===== config.mk =====
export PLATFORM = sky130hd
export DESIGN_NAME = mmc1_serial_writer_flat
export DESIGN_NICKNAME = d
export VERILOG_FILES = /design/src/rtl/mmc1_serial_writer_if.sv /design/src/rtl/mmc1_serial_writer.sv /design/src/flat_wrapper.sv
export SDC_FILE = /design/constraint.sdc
export NUM_CORES = 1
export LEC_CHECK = 0
export CORE_MARGIN = 5
export CORE_UTILIZATION = 25
export DETAILED_ROUTE_END_ITERATION = 8
export GPL_TIMING_DRIVEN = 0
export PLACE_DENSITY = 0.4
export SYNTH_ARGS = -nofsm -noshare
export SYNTH_HDL_FRONTEND = slang
export SYNTH_SLANG_ARGS = --single-unit
export TNS_END_PERCENT = 5

===== constraint.sdc =====
create_clock -name CLK -period 2.3 [get_ports CLK]
set_clock_uncertainty 0.2 [all_clocks]
set_input_delay 0.575 -clock CLK [delete_from_list [all_inputs] [get_ports CLK]]
set_output_delay 0.575 -clock CLK [all_outputs]
set_load 0.02 [all_outputs]

===== src/rtl/mmc1_serial_writer_if.sv =====
// Host command handshake plus the CPU-side cartridge bus driven by mmc1_serial_writer.
interface mmc1_serial_writer_if;
    logic       cmd_valid;
    logic       cmd_ready;
    logic       cmd_reset;
    logic [1:0] cmd_reg;
    logic [4:0] cmd_data;
    logic       busy;
    logic       done;
    logic       CPU_M2;
    logic       nCPU_ROMSEL;
    logic       nCPU_RW;
    logic       CPU_A14;
    logic       CPU_A13;
    logic       CPU_D0;
    logic       CPU_D7;

    modport master (
        input  cmd_valid, cmd_reset, cmd_reg, cmd_data,
        output cmd_ready, busy, done,
        output CPU_M2, nCPU_ROMSEL, nCPU_RW, CPU_A14, CPU_A13, CPU_D0, CPU_D7
    );

    modport slave (
        output cmd_valid, cmd_reset, cmd_reg, cmd_data,
        input  cmd_ready, busy, done,
        input  CPU_M2, nCPU_ROMSEL, nCPU_RW, CPU_A14, CPU_A13, CPU_D0, CPU_D7
    );
endinterface


===== src/rtl/mmc1_serial_writer.sv =====
// MMC1 serial register writer: turns one host command into five LSB-first D0 writes
// (or a single D7 shift-reset write) on a free-running, CLK-derived M2 bus.
module mmc1_serial_writer #(
    parameter int HALF_CLKS  = 6,
    parameter int ROMSEL_DLY = 1,
    parameter int GAP_CYCLES = 2
) (
    input  logic                 CLK,
    input  logic                 RST,
    mmc1_serial_writer_if.master bus
);
    localparam int PH_W  = $clog2(HALF_CLKS);
    localparam int GAP_W = $clog2(GAP_CYCLES + 1);
    localparam logic [PH_W-1:0]  PH_LAST  = PH_W'(HALF_CLKS - 1);
    localparam logic [PH_W-1:0]  PH_STRB  = PH_W'(ROMSEL_DLY);
    localparam logic [GAP_W-1:0] GAP_LAST = GAP_W'(GAP_CYCLES - 1);

    typedef enum logic [2:0] {IDLE, ALIGN, WRITE, GAP, FIN} state_t;

    state_t           state;
    logic [PH_W-1:0]  ph;
    logic [PH_W-1:0]  ph_nx;
    logic             half;
    logic             half_nx;
    logic             wrap_to_low;
    logic [2:0]       bit_idx;
    logic [GAP_W-1:0] gap_cnt;
    logic             rst_cmd;
    logic [1:0]       reg_sel;
    logic [4:0]       data_sr;

    // Outputs are decided from the phase the next edge lands in, so bus pins change
    // on the same edge as M2.
    always_comb begin
        ph_nx       = (ph == PH_LAST) ? '0 : ph + 1'b1;
        half_nx     = (ph == PH_LAST) ? ~half : half;
        wrap_to_low = (ph == PH_LAST) && half;
    end

    always_ff @(posedge CLK) begin
        if (RST) begin
            ph   <= '0;
            half <= 1'b0;
        end else begin
            ph   <= ph_nx;
            half <= half_nx;
        end
    end

    assign bus.CPU_M2 = half;

    always_ff @(posedge CLK) begin
        if (RST) begin
            state           <= IDLE;
            bit_idx         <= '0;
            gap_cnt         <= '0;
            bus.cmd_ready   <= 1'b0;
            bus.busy        <= 1'b0;
            bus.done        <= 1'b0;
            bus.nCPU_ROMSEL <= 1'b1;
            bus.nCPU_RW     <= 1'b1;
            bus.CPU_A14     <= 1'b0;
            bus.CPU_A13     <= 1'b0;
            bus.CPU_D0      <= 1'b0;
            bus.CPU_D7      <= 1'b0;
        end else begin
            bus.done <= 1'b0;
            case (state)
                IDLE: begin
                    bus.cmd_ready <= 1'b1;
                    if (bus.cmd_valid && bus.cmd_ready) begin
                        rst_cmd       <= bus.cmd_reset;
                        reg_sel       <= bus.cmd_reset ? 2'b00 : bus.cmd_reg;
                        data_sr       <= bus.cmd_reset ? 5'b00000 : bus.cmd_data;
                        bit_idx       <= '0;
                        gap_cnt       <= '0;
                        bus.cmd_ready <= 1'b0;
                        bus.busy      <= 1'b1;
                        state         <= ALIGN;
                    end
                end
                ALIGN: begin
                    if (wrap_to_low) begin
                        bus.nCPU_RW <= 1'b0;
                        bus.CPU_A14 <= reg_sel[1];
                        bus.CPU_A13 <= reg_sel[0];
                        bus.CPU_D0  <= data_sr[0];
                        bus.CPU_D7  <= rst_cmd;
                        state       <= WRITE;
                    end
                end
                WRITE: begin
                    bus.nCPU_ROMSEL <= !(half_nx && (ph_nx >= PH_STRB));
                    if (wrap_to_low) begin
                        bus.nCPU_ROMSEL <= 1'b1;
                        bus.nCPU_RW     <= 1'b1;
                        bus.CPU_D0      <= 1'b0;
                        bus.CPU_D7      <= 1'b0;
                        data_sr         <= {1'b0, data_sr[4:1]};
                        gap_cnt         <= '0;
                        state           <= GAP;
                    end
                end
                GAP: begin
                    if (wrap_to_low) begin
                        if (gap_cnt == GAP_LAST) begin
                            gap_cnt <= '0;
                            if (rst_cmd || (bit_idx == 3'd4)) begin
                                bus.done <= 1'b1;
                                state    <= FIN;
                            end else begin
                                bit_idx     <= bit_idx + 1'b1;
                                bus.nCPU_RW <= 1'b0;
                                bus.CPU_D0  <= data_sr[0];
                                state       <= WRITE;
                            end
                        end else begin
                            gap_cnt <= gap_cnt + 1'b1;
                        end
                    end
                end
                FIN: begin
                    bus.busy      <= 1'b0;
                    bus.cmd_ready <= 1'b1;
                    state         <= IDLE;
                end
                default: state <= IDLE;
            endcase
        end
    end
endmodule


===== src/flat_wrapper.sv =====
// flat-port wrapper written by rule: the top's interface ports become plain ports
module mmc1_serial_writer_flat 
#(
    parameter int HALF_CLKS  = 6,
    parameter int ROMSEL_DLY = 1,
    parameter int GAP_CYCLES = 2
)
  (CLK, RST, bus_cmd_valid, bus_cmd_reset, bus_cmd_reg, bus_cmd_data, bus_cmd_ready, bus_busy, bus_done, bus_CPU_M2, bus_nCPU_ROMSEL, bus_nCPU_RW, bus_CPU_A14, bus_CPU_A13, bus_CPU_D0, bus_CPU_D7);
  mmc1_serial_writer_if bus_i ();
  input  logic CLK;
  input  logic RST;
  input wire logic [$bits(bus_i.cmd_valid)-1:0] bus_cmd_valid;
  input wire logic [$bits(bus_i.cmd_reset)-1:0] bus_cmd_reset;
  input wire logic [$bits(bus_i.cmd_reg)-1:0] bus_cmd_reg;
  input wire logic [$bits(bus_i.cmd_data)-1:0] bus_cmd_data;
  output wire logic [$bits(bus_i.cmd_ready)-1:0] bus_cmd_ready;
  output wire logic [$bits(bus_i.busy)-1:0] bus_busy;
  output wire logic [$bits(bus_i.done)-1:0] bus_done;
  output wire logic [$bits(bus_i.CPU_M2)-1:0] bus_CPU_M2;
  output wire logic [$bits(bus_i.nCPU_ROMSEL)-1:0] bus_nCPU_ROMSEL;
  output wire logic [$bits(bus_i.nCPU_RW)-1:0] bus_nCPU_RW;
  output wire logic [$bits(bus_i.CPU_A14)-1:0] bus_CPU_A14;
  output wire logic [$bits(bus_i.CPU_A13)-1:0] bus_CPU_A13;
  output wire logic [$bits(bus_i.CPU_D0)-1:0] bus_CPU_D0;
  output wire logic [$bits(bus_i.CPU_D7)-1:0] bus_CPU_D7;
  assign bus_i.cmd_valid = bus_cmd_valid;
  assign bus_i.cmd_reset = bus_cmd_reset;
  assign bus_i.cmd_reg = bus_cmd_reg;
  assign bus_i.cmd_data = bus_cmd_data;
  assign bus_cmd_ready = bus_i.cmd_ready;
  assign bus_busy = bus_i.busy;
  assign bus_done = bus_i.done;
  assign bus_CPU_M2 = bus_i.CPU_M2;
  assign bus_nCPU_ROMSEL = bus_i.nCPU_ROMSEL;
  assign bus_nCPU_RW = bus_i.nCPU_RW;
  assign bus_CPU_A14 = bus_i.CPU_A14;
  assign bus_CPU_A13 = bus_i.CPU_A13;
  assign bus_CPU_D0 = bus_i.CPU_D0;
  assign bus_CPU_D7 = bus_i.CPU_D7;
  mmc1_serial_writer #(.HALF_CLKS(HALF_CLKS), .ROMSEL_DLY(ROMSEL_DLY), .GAP_CYCLES(GAP_CYCLES)) u_core (.CLK(CLK), .RST(RST), .bus(bus_i));
endmodule

# Yosys cells after proc, flatten, opt, wreduce, memory -nomap -nowiden
# Cells that the tools add are included.
[totals]
register_bits = 29
in_bits = 11
out_inout_bits = 10
[op_classes]
n_addsub = 3
order_cmp = 1
eq_ne = 13
n_mux = 42
bitwise_logic = 5
reduce_logical = 22
[op_table]
columns = ["operator", "count"]
rows = [
  ["$mux 3", 11],
  ["$mux 1", 15],
  ["$mux 5", 3],
  ["$pmux 3 s4", 1],
  ["$ne 2x1->1 const B", 5],
  ["$pmux 5 s2", 1],
  ["$reduce_and 5->1", 2],
  ["$eq 3x3->1 const B", 3],
  ["$mux 2", 4],
  ["$reduce_and 4->1", 2],
  ["$reduce_bool 2->1", 4],
  ["$add 3x1->3 const B", 2],
  ["$eq 3x2->1 const B", 2],
  ["$pmux 1 s2", 3],
  ["$pmux 1 s3", 2],
  ["$pmux 2 s3", 1],
  ["$pmux 3 s2", 1],
  ["$reduce_and 3->1", 2],
  ["$reduce_and 6->1", 1],
  ["$reduce_bool 3->1", 2],
  ["$not 1->1", 5],
  ["$reduce_and 2->1", 2],
  ["$reduce_or 4->1", 1],
  ["$eq 3x1->1 const B", 1],
  ["8 further kinds", 10],
]

# Longest topological paths before layout
[logic_depth]
word_depth = 6
depth_mapped = 7
mapped_depth_nobuf = 7

# Least setup slack after synthesis
# Ideal clock, no wire load.
[synth_path]
path_type = "register to register"
startpoint = "reg u_core.ph[0]"
endpoint = "reg u_core.bit_idx[2]"
setup_ps = 130
arrival_time_ps = 1402
setup_slack_ps = 567
path_stages_with_launch = 8
n_path_buf = 0
period_less_slack_ps = 1733
path_cell_list = "dfxtp_1 inv_1 nor3b_1 ha_1 nor2b_2 nand4_1 xor2_1 nor3_2"
[synth_via]
elab_chain_len = 4
[synth_lines]
columns = ["item", "line_no", "text"]
rows = [
  ["start: declaration", "mmc1_serial_writer.sv:21", "logic [PH_W-1:0] ph;"],
  ["start signal: assignment", "mmc1_serial_writer.sv:45", "ph <= ph_nx;"],
  ["$eq 3x3->1", "mmc1_serial_writer.sv:37", "wrap_to_low = (ph == PH_LAST) && half;"],
  ["$logic_and 1x1->1", "mmc1_serial_writer.sv:37", ""],
  ["$ne 2x1->1 (no source line)", "--", ""],
  ["$reduce_and 5->1 (no source line)", "--", ""],
  ["end signal: assignment", "mmc1_serial_writer.sv:112", "bit_idx <= bit_idx + 1'b1;"],
  ["end: declaration", "mmc1_serial_writer.sv:26", "logic [2:0] bit_idx;"],
]
# No other way between the ends.
# A chain may end at the register's enable or synchronous reset.

# Final worst setup path
[layout_path]
startpoint = "in RST"
endpoint = "reg u_core.reg_sel[0] (enable)"
[layout_via]
elab_chain_len = 2
[layout_lines]
columns = ["item", "line_no", "text"]
rows = [
  ["start: declaration", "flat_wrapper.sv:11", "input logic RST;"],
  ["$not 1->1 (no source line)", "--", ""],
  ["$reduce_and 3->1 (no source line)", "--", ""],
  ["end signal: assignment", "mmc1_serial_writer.sv:73", "reg_sel <= bus.cmd_reset ? 2'b00 : bus.cmd_reg;"],
  ["end: declaration", "mmc1_serial_writer.sv:29", "logic [1:0] reg_sel;"],
]
# No other way between the ends.

==> out/qor_table.md <==
| Quantity | This run | Unit |
|:---|:---|:---|
| Result of the run | completed | - |
| Clock Tree Buf Depth | 2 | - |
| Multiplexer area fraction after synthesis | 0.0301 | - |
| Via count of the first global-routing pass | 1,140 | - |
| Endpoint class of the critical path | flop | - |
| Standard-cell row count | 26 | - |
| Root Buffer Master | sky130_fd_sc_hd__clkbuf_8 | - |
| Most area-consuming cells after synthesis | sky130_fd_sc_hd__dfxtp_1 (32%), sky130_fd_sc_hd__edfxtp_1 (18%), sky130_fd_sc_hd__nor2_1 (4.5%) | - |
| Static power due to leakage | 0.610 | nW |
| I/O pin count | 21 | - |
| Hold Path Class | reg2reg | - |
| Number of sinks on the clock net | 29 | - |
| Fraction of the mapped netlist area in compound gates | 0.150 | - |
| Post-synth cell types | 39 | - |
| Cts bufs inserted | 5 | - |
| Max transition margin | 0.652 | - |
| Count of buffering cells on the critical path with inverters included | 3 | - |
| Post-synth EDFFs | 8 | - |
| Final standard cell utilization of the core | 0.332 | - |
| Total routing usage reported by global routing | 0.0947 | - |
| Number of cells produced by synthesis | 139 | - |
| Clock transition at the registers of the reported paths | 0.06 | ns |
| Worst path slowest cell | sky130_fd_sc_hd__clkdlybuf4s50_1 | - |
| Post-layout total power | 1.40 | mW |
| Initial core utilization | 0.259 | - |
| Number of nets with antenna violations after detailed routing | 0 | - |
| Area growth, synth to finish | 28.3 | % |
| Data arrival time of the critical path | 1.93 | ns |
| Final cell area excluding filler cells | 1710 | um2 |
| Nets | 180 | - |
| Synth area leader | sky130_fd_sc_hd__dfxtp_1 | - |
| Wire length per cell | 12.5 | um |
| Largest driver fanout on the critical path | 10 | - |
| Cells traversed along the worst timing path | clkdlybuf4s50_1 -> clkbuf_1 -> clkbuf_2 -> nor2_1 | - |
| Post-synth top cells | sky130_fd_sc_hd__dfxtp_1 (21), sky130_fd_sc_hd__nor2_1 (16), sky130_fd_sc_hd__nand2_1 (10) | - |
| Worst VDD drop | 0.000218 | V |
| Number of warnings reported in the yosys synthesis log | 0 | - |
| Antenna diode instance count | 0 | - |
| Final setup violation count | 0 | - |
| Initial antenna violation count | 0 | - |
| Remaining global-route overflow | 0 | - |
| Combinational family with the most area after synthesis | simple AND/OR/NAND/NOR gates | - |
| Count of placed standard cells in the final layout, fillers left out | 237 | - |
| Leading register cell type out of synthesis | sky130_fd_sc_hd__dfxtp_1 | - |
| Count of TritonRoute iterations in the first routing pass | 5 | - |
| Highest attainable clock frequency | 473 | MHz |
| Number of H-tree levels | 2 | - |
| Number of max-slew violations in the final report | 0 | - |
| Share of async-settable or async-resettable flops after synthesis | 0 | - |
| Critical setup path kind | in2reg | - |
| Dominant cell by count in the synthesized netlist | sky130_fd_sc_hd__dfxtp_1 | - |
| Proportion of netlist area held by the largest area contributor | 0.316 | - |
| Die width | 82.9 | um |
| Adder-cell share of the synthesized area | 0.0282 | - |
| Critical path launch point type | primary input | - |
| GPL Wtd Cong | 0.780 | - |
| Final routed DRC violation total | 0 | - |
| Share of post-route cells with drive strength above 1 | 0.108 | - |
| Number of flip-flops and latches in the synthesized netlist | 29 | - |
| Number of buffers added on ports | 20 | - |
| Die Footprint | 6880 | um2 |
| Post-synth net total | 153 | - |
| Syn avg cell area | 9.57 | um2 |
| Final WL | 2950 | um |
| Combined area of all synthesized cells | 1330 | um2 |
| Die Ht | 82.9 | um |
| DRC marker count from the first detailed-route iteration | 54 | - |
| Total placed instance area | 1620 | um2 |
| Post-CTS setup-driven buffer insertion count | 0 | - |
| Worst setup slack for register-to-register paths | 0.32 | ns |
| Clock Latency Late Sink | 0.28 | ns |
| WHS | 0.260 | ns |
| Minimum setup slack after placement | -0.344 | ns |
| Wire length of the first global-routing pass | 5220 | um |
| Longest individual stage delay on the worst path | 0.49 | ns |
| Clock tree from TritonCTS | yes | - |
| Detailed-placement wirelength estimate | 2200 | um |
| Area of the placeable core | 5140 | um2 |
| Critical Path RT | 2.12 | ns |
| Actual transition at the worst max-transition pin | 0.519 | ns |
| Placed Instances | 229 | - |
| Vias per cell | 4.65 | - |
| Maximum number of pins on one net before global-route repair | 11 | - |
| Summed negative setup slack over all endpoints | 0 | ns |
| Family with the most delay on the worst path | buffers and inverters | - |
| Power per unit of standard cell area | 818 | nW/um2 |
| MaxCap Viol Count | 0 | - |
| Fraction of synthesized cell area in xor and xnor cells | 0.00659 | - |
| Simple logic cell fraction of the synthesized area | 0.248 | - |
| Setup repair after global routing missed its margin | false | - |
| Post-route clock period utilization | 0.919 | - |
| Number of endpoints with negative hold slack in the final report | 0 | - |
| Portion of the post-synthesis area used by sequential elements | 0.497 | - |
| Via count | 1,102 | - |
| Shortest period the worst path allows | 2.11 | ns |
| Minimum setup slack in the final design | 0.187 | ns |
## path summary, 6_finish.rpt
path                           start  cells after the start                               to
max reg2reg  u_core.ph[0]$_SDFF_PP0_                      7   u_core.bit_idx[2]$_SDFFE_PP0P_
max                              RST                      4  u_core.reg_sel[0]$_SDFFCE_PP0P_
min reg2reg  u_core.ph[0]$_SDFF_PP0_                      1          u_core.ph[0]$_SDFF_PP0_
min          u_core.ph[0]$_SDFF_PP0_                      1          u_core.ph[0]$_SDFF_PP0_
## registers in the layout, indices dropped and copies added, names as in the netlist
name                    count
u_core.bus.cmd_ready        1
u_core.bus.done             1
u_core.bus.CPU_A13          1
u_core.bus.nCPU_ROMSEL      1
u_core.ph                   3
u_core.bus.nCPU_RW          1
u_core.bus.busy             1
u_core.data_sr              5
u_core.reg_sel              2
u_core.bit_idx              3
u_core.bus.CPU_M2           1
u_core.gap_cnt              2
u_core.bus.CPU_D7           1
u_core.bus.CPU_A14          1
u_core.state                3
u_core.bus.CPU_D0           1
u_core.rst_cmd              1
## where the power goes
part	switching, mW	internal (mW)
logic	0.212	0.164
registers	0.0351	0.594
clock network	0.180	0.210
## logic make-up after synthesis
group                      after synthesis
muxes                                    4
AOI/OAI and AO/OA                       30
adders and majority gates                3
DFF                                     29
buffers and inverters                   12
xor gates and xnor gates                 1
and+or+nand+nor                         60
## cell usage in the layout (no fill, tap or decap), types with 2 or more instances in the layout
cell,n
sky130_fd_sc_hd__a211oi_1,2
sky130_fd_sc_hd__a21o_1,2
sky130_fd_sc_hd__a21oi_1,8
sky130_fd_sc_hd__a31oi_1,4
sky130_fd_sc_hd__and4_1,3
sky130_fd_sc_hd__buf_4,2
sky130_fd_sc_hd__clkbuf_1,3
sky130_fd_sc_hd__clkbuf_8,5
sky130_fd_sc_hd__clkdlybuf4s50_1,20
sky130_fd_sc_hd__dfxtp_1,21
sky130_fd_sc_hd__edfxtp_1,8
sky130_fd_sc_hd__ha_1,3
sky130_fd_sc_hd__inv_1,6
sky130_fd_sc_hd__mux2i_1,4
sky130_fd_sc_hd__nand2_1,10
sky130_fd_sc_hd__nand2b_1,5
sky130_fd_sc_hd__nand3_1,4
sky130_fd_sc_hd__nand4_1,3
sky130_fd_sc_hd__nor2_1,15
sky130_fd_sc_hd__nor2b_1,5
sky130_fd_sc_hd__nor3_1,3
sky130_fd_sc_hd__nor3_2,2
sky130_fd_sc_hd__nor3b_1,3
sky130_fd_sc_hd__o21ai_0,6
## cell type report
type,count,area (um2)
Fill cell,598,3430
Buffer,5,28.8
Timing Repair Buffer,20,200
Clock buffer,7,76.3
Multi-Input combinational cell,98,623
Sequential cell,29,661
Tap cell,70,87.6
Clock inverter,1,3.75
Inverter,7,26.3
## metal layers
layer  track usage  up-vias  part of all wire
met4        0.0401        0             0.014
met2         0.151       27              0.48
met3        0.0396        4             0.054
met1         0.111      521              0.45
met5             0        -                 0
li1              -      550                 -
## worst reg2reg max path, cell delays in order, from the launching register on
cell and delay (ns):
sky130_fd_sc_hd__dfxtp_1 0.36, sky130_fd_sc_hd__inv_1 0.09, sky130_fd_sc_hd__nor3b_1 0.25, sky130_fd_sc_hd__ha_1 0.31
sky130_fd_sc_hd__nor2b_4 0.27, sky130_fd_sc_hd__nand4_1 0.14, sky130_fd_sc_hd__xor2_1 0.19, sky130_fd_sc_hd__nor3_2 0.05
## timing repair
action / CTS / global route
gates resized for setup: 1 / 2
pin swaps: 0 / 0
hold buffers: 0 / 0
endpoints found under the setup margin: 3 / 6
(Power assumes the default switching activity.)
